==> config.mk <==
export PLATFORM = sky130hd
export DESIGN_NAME = reg_file_multiport
export DESIGN_NICKNAME = d
export VERILOG_FILES = /design/src/rtl/reg_file_multiport.sv
export SDC_FILE = /design/constraint.sdc
export NUM_CORES = 1
export LEC_CHECK = 0
export ABC_AREA = 1
export BUFFER_PORTS_ARGS = -buffer_cell sky130_fd_sc_hd__buf_2
export CAP_MARGIN = 15
export CELL_PAD_IN_SITES_DETAIL_PLACEMENT = 0
export CELL_PAD_IN_SITES_GLOBAL_PLACEMENT = 1
export CORE_UTILIZATION = 30
export CTS_CLUSTER_DIAMETER = 30
export CTS_CLUSTER_SIZE = 25
export DETAILED_ROUTE_END_ITERATION = 10
export PLACE_DENSITY_LB_ADDON = 0.1
export SLEW_MARGIN = 30
export SYNTH_ARGS = -nofsm -noshare
export SYNTH_HDL_FRONTEND = slang
export SYNTH_SLANG_ARGS = --single-unit
==> constraint.sdc <==
create_clock -name clk -period 8.8 [get_ports clk]
set_input_delay 0 -clock clk [delete_from_list [all_inputs] [get_ports clk]]
set_output_delay 0 -clock clk [all_outputs]
set_load 0.005 [all_outputs]
==> src/rtl/reg_file_multiport.sv <==
// reg_file_multiport
//   Register file of 2**ADDR_W entries of DATA_W bits with NUM_RD registered
//   read ports and one write port. After reset, an initialiser writes each
//   entry with its own index, one entry per cycle. Port writes are ignored
//   during that time. Reads see a same-cycle write first (bypass). An optional
//   hardwired zero register is available. Read data is captured into output
//   registers under ld and cleared under clr.
//
// Ports
//   clk      in   rising-edge clock
//   rst      in   asynchronous reset, active-low
//   wr       in   write enable
//   wr_addr  in   write address
//   wr_data  in   write data
//   rd_addr  in   read addresses, port k at [k*ADDR_W +: ADDR_W]
//   ld       in   capture read values into all output registers
//   clr      in   synchronous clear of all output registers (wins over ld)
//   rd_data  out  registered read data, port k at [k*DATA_W +: DATA_W]
//   busy     out  high while the initialiser runs
module reg_file_multiport #(
    parameter int DATA_W   = 32,
    parameter int ADDR_W   = 4,
    parameter int NUM_RD   = 2,
    parameter int ZERO_REG = 0
) (
    input  logic                     clk,
    input  logic                     rst,
    input  logic                     wr,
    input  logic [ADDR_W-1:0]        wr_addr,
    input  logic [DATA_W-1:0]        wr_data,
    input  logic [NUM_RD*ADDR_W-1:0] rd_addr,
    input  logic                     ld,
    input  logic                     clr,
    output logic [NUM_RD*DATA_W-1:0] rd_data,
    output logic                     busy
);

    localparam int DEPTH = 2 ** ADDR_W;

    typedef enum logic {
        INIT,
        RUN
    } state_t;

    state_t                     state_q, state_d;
    logic [ADDR_W:0]            init_cnt_q, init_cnt_d;
    logic                       busy_q, busy_d;
    logic [NUM_RD*DATA_W-1:0]   rd_data_q, rd_data_d;
    logic [DATA_W-1:0]          mem_q [DEPTH];
    logic                       init_we;
    logic                       init_last;
    logic                       port_we;

    assign init_last = (init_cnt_q == {1'b0, {ADDR_W{1'b1}}});

    // State register and output registers
    always_ff @(posedge clk or negedge rst) begin
        if (!rst) begin
            state_q    <= INIT;
            init_cnt_q <= '0;
            busy_q     <= 1'b1;
            rd_data_q  <= '0;
        end else begin
            state_q    <= state_d;
            init_cnt_q <= init_cnt_d;
            busy_q     <= busy_d;
            rd_data_q  <= rd_data_d;
        end
    end

    // Next-state logic
    always_comb begin
        state_d = state_q;
        case (state_q)
            INIT:    if (init_last) state_d = RUN;
            RUN:     state_d = RUN;
            default: state_d = INIT;
        endcase
    end

    // FSM outputs: initialiser write strobe, counter advance, registered busy
    always_comb begin
        init_we    = 1'b0;
        init_cnt_d = init_cnt_q;
        if (state_q == INIT) begin
            init_we    = 1'b1;
            init_cnt_d = init_cnt_q + (ADDR_W + 1)'(1);
        end
        busy_d = (state_d == INIT);
    end

    // A port write takes effect only in RUN and never targets a hardwired zero entry
    assign port_we = (state_q == RUN) && wr && !((ZERO_REG != 0) && (wr_addr == '0));

    always_ff @(posedge clk) begin
        if (init_we) begin
            mem_q[init_cnt_q[ADDR_W-1:0]] <= DATA_W'(init_cnt_q);
        end else if (port_we) begin
            mem_q[wr_addr] <= wr_data;
        end
    end

    // Read values: zero register overrides bypass, bypass overrides the array
    always_comb begin
        logic [ADDR_W-1:0] ra;
        logic [DATA_W-1:0] v;
        ra        = '0;
        v         = '0;
        rd_data_d = rd_data_q;
        if (clr) begin
            rd_data_d = '0;
        end else if (ld) begin
            for (int unsigned k = 0; k < NUM_RD; k++) begin
                ra = rd_addr[k*ADDR_W +: ADDR_W];
                if ((ZERO_REG != 0) && (ra == '0)) begin
                    v = '0;
                end else if (port_we && (wr_addr == ra)) begin
                    v = wr_data;
                end else begin
                    v = mem_q[ra];
                end
                rd_data_d[k*DATA_W +: DATA_W] = v;
            end
        end
    end

    assign rd_data = rd_data_q;
    assign busy    = busy_q;

endmodule

==> impl_metrics.env <==
export IMPL_place_area_um2=32800
export IMPL_hpwl_mm=66.0
export IMPL_cts_reportedPaths_clkPinSlew_ns=0.04
export IMPL_setup_violations=0
export IMPL_min_period_ns=3.99
export IMPL_ctsResizeCount=0
export IMPL_yosys_warnings=0
export IMPL_clockBufferDepth=3
export IMPL_floorplan_initialDensity_pct=30.3
export IMPL_switching_share_pct=23.3
export IMPL_period_share_pct=45.3
export IMPL_insertion_delay_ns=0.75
export IMPL_status="completed"
export IMPL_ant_nets=0
export IMPL_fin_skew_ns=0.0247
export IMPL_pre_cts_ws_ns=5.09
export IMPL_max_slew_worst_pin_slew_ns=1.07
export IMPL_path_max_fanout=38
export IMPL_fin_util_pct=38.8
export IMPL_power_frac_seq_pct=29.3
export IMPL_cts_buffers=180
export IMPL_layout_nets=4012
export IMPL_power_internal_mw=8.10
export IMPL_fmax_mhz=251
export IMPL_drive_gt1_share_pct=12.6
export IMPL_required_ns=9.43
export IMPL_total_power_mw=10.6
export IMPL_drv_slew=0
export IMPL_rows=117
export IMPL_ys_types=26
export IMPL_area_delta_synth_final_pct=28.0
export IMPL_drtPass1Iterations=7
export IMPL_cts_setup_buffers=0
export IMPL_endpoint_kind="flip-flop"
export IMPL_final_area_um2=39600
export IMPL_vias=26433
export IMPL_wl_per_cell_um=22.7
export IMPL_power_leakage_nw=18.4
export IMPL_syn_mean_instance_area_um2=8.14
export IMPL_hold_path_class="input pin to flip-flop"
export IMPL_grt_pass1_vias=25792
export IMPL_grt_max_degree=157
export IMPL_rsz0062_at_grt="false"
export IMPL_drc=0
export IMPL_clkSinkCount=583
export IMPL_die_w_um=323
export IMPL_grt_usage_pct=23.9
export IMPL_io_buffers=113
export IMPL_ir_drop_v=0.000143
export IMPL_syn_nets=3851
export IMPL_syn_cell_area_um2=30900
export IMPL_antenna_found_initial=3
export IMPL_final_cell_mix="1234 x nand2_1, 966 x nand3_1, 621 x inv_1"
export IMPL_die_area_um2=104000
export IMPL_setup_slack_ns=4.81
export IMPL_cts_tree="yes"
export IMPL_ys_ff_latch=583
export IMPL_fillers=10379
export IMPL_gp_congestion=0.785
export IMPL_ctsRootBufferMaster="clkbuf_16"
export IMPL_h_tree_depth=4
export IMPL_power_frac_comb_pct=7.3
export IMPL_layout_commonest_cell="nand2_1"
export IMPL_pwr_share_clk_pct=63.5
export IMPL_cp_start_kind="flip-flop"
export IMPL_criticalPathCategory="flip-flop to flip-flop"
export IMPL_maxCapViolations=0
export IMPL_powerDensity_nw_per_um2=267
export IMPL_tns_ns=0
export IMPL_power_switching_mw=2.46
export IMPL_grt_overflow_total=0
export IMPL_regToRegSetupSlack_ns=4.81
export IMPL_final_hold_viol_count=0
export IMPL_core_area_um2=102000
export IMPL_viasPerCell=4.82
export IMPL_wl_mm=125
export IMPL_critPathArrivalTime_ns=4.61
export IMPL_ctsHoldBuffers=45
export IMPL_ios=114
export IMPL_slew_headroom_pct=29.0
export IMPL_ys_seq_area_share_pct=55.5
export IMPL_dieHeight_um=323
export IMPL_grt_pass1_wl_mm=180
export IMPL_first_iter_violations=2281
export IMPL_syn_inst=3800
## worst max-delay path, stage by stage (launching register included)
cell and delay [ns]:
dfrtp_1 0.46, nand2_4 0.63, inv_6 0.10, o21ai_2 0.12
nor2_4 0.07, nand2_4 0.36, buf_4 0.63, nand3_1 0.15
nand2_1 0.09, dlygate4sd3_1 0.55, nand2_1 0.05, dlygate4sd3_1 0.56
## state kept, by name (all words and copies together), names as in the netlist
name / count
busy: 1
init_cnt_q: 5
mem_q: 512
rd_data: 64
state_q: 1
## per-stage QoR
step,hold slack (ns),cells
floorplan,-0.296,3800
global placement,-0.000740,5101
detailed placement,-0.000263,5102
CTS,0.0219,5482
global route,0.0750,5483
finish,0.0568,5484
## layout make-up
cell class                      count  area (um^2)  share of cell area [%]
Multi-Input combinational cell   2346        10400                    26.3
Antenna cell                        2         5.00                  0.0126
Clock buffer                      214         4800                    12.1
Inverter                          630         2400                    6.07
Timing Repair Buffer              220         1570                    3.96
Tap cell                         1368         1710                    4.33
Sequential cell                   583        17200                    43.4
Clock inverter                    121         1530                    3.88
## metal layers
metal  GRT usage, %  vias to the layer above  part of all wire [%]
met5              0                        -                     0
met4           7.84                        0                   2.6
met3           3.56                      186                   5.2
met2           38.6                      848                    47
met1           32.6                    12775                    46
li1               -                    12624                     -
## cells in the mapped netlist
cell / count / area [um^2]
nand2_4: 3 / 33.8
dfrtp_1: 70 / 1750
xor2_1: 3 / 26.3
ha_1: 2 / 25.0
edfxtp_1: 512 / 15400
buf_1: 28 / 105
nor2_4: 2 / 22.5
o21ai_1: 56 / 280
clkbuf_1: 53 / 199
buf_6: 6 / 67.6
o21bai_1: 4 / 30.0
buf_2: 137 / 686
inv_2: 2 / 7.51
nand3_1: 966 / 4830
buf_4: 17 / 128
o21ai_0: 14 / 70.1
dfstp_2: 1 / 26.3
o21ai_2: 2 / 17.5
or2_2: 1 / 6.26
inv_1: 627 / 2350
a21oi_1: 4 / 20.0
nand2_1: 1234 / 4630
xnor2_1: 1 / 8.76
inv_6: 1 / 8.76
nand4_1: 1 / 6.26
nor2_1: 53 / 199
## power by group through the flow
stage | Sequential, mW | Combinational [mW] | Clock (mW)
after detailed placement | 3.13 | 0.754 | 0
final | 3.09 | 0.767 | 6.70
after global placement | 3.13 | 0.753 | 0
after CTS | 3.09 | 0.774 | 6.79
after floorplan | 3.13 | 0.423 | 0
after global routing | 3.09 | 0.837 | 6.96
## kinds of logic (layout without fill, tap and decap cells)
family | count (synthesis) | in the layout | share of synthesized area, %
AND/OR/NAND/NOR | 2260 | 2260 | 31.5
flip-flops | 583 | 583 | 55.5
other | 0 | 2 | 0
buffers and inverters | 871 | 1185 | 11.5
AO/OA/AOI/OAI | 80 | 80 | 1.35
adder cells (fa/ha/maj) | 2 | 2 | 0.0809
XOR/XNOR | 4 | 4 | 0.113
## path summary, 6_finish.rpt
| kind | start | end | cells after the start |
|---|---|---|---|
| max reg2reg | state_q | rd_data[40] | 11 |
| max | state_q | rd_data[40] | 11 |
| min in group asynchronous | rst | busy | 3 |
| max in group asynchronous | rst | rd_data[58] | 4 |
| min reg2reg | rd_data[45] | rd_data[45] | 2 |
| min | clr | rd_data[60] | 7 |
Power figures use the tool's default switching activity.
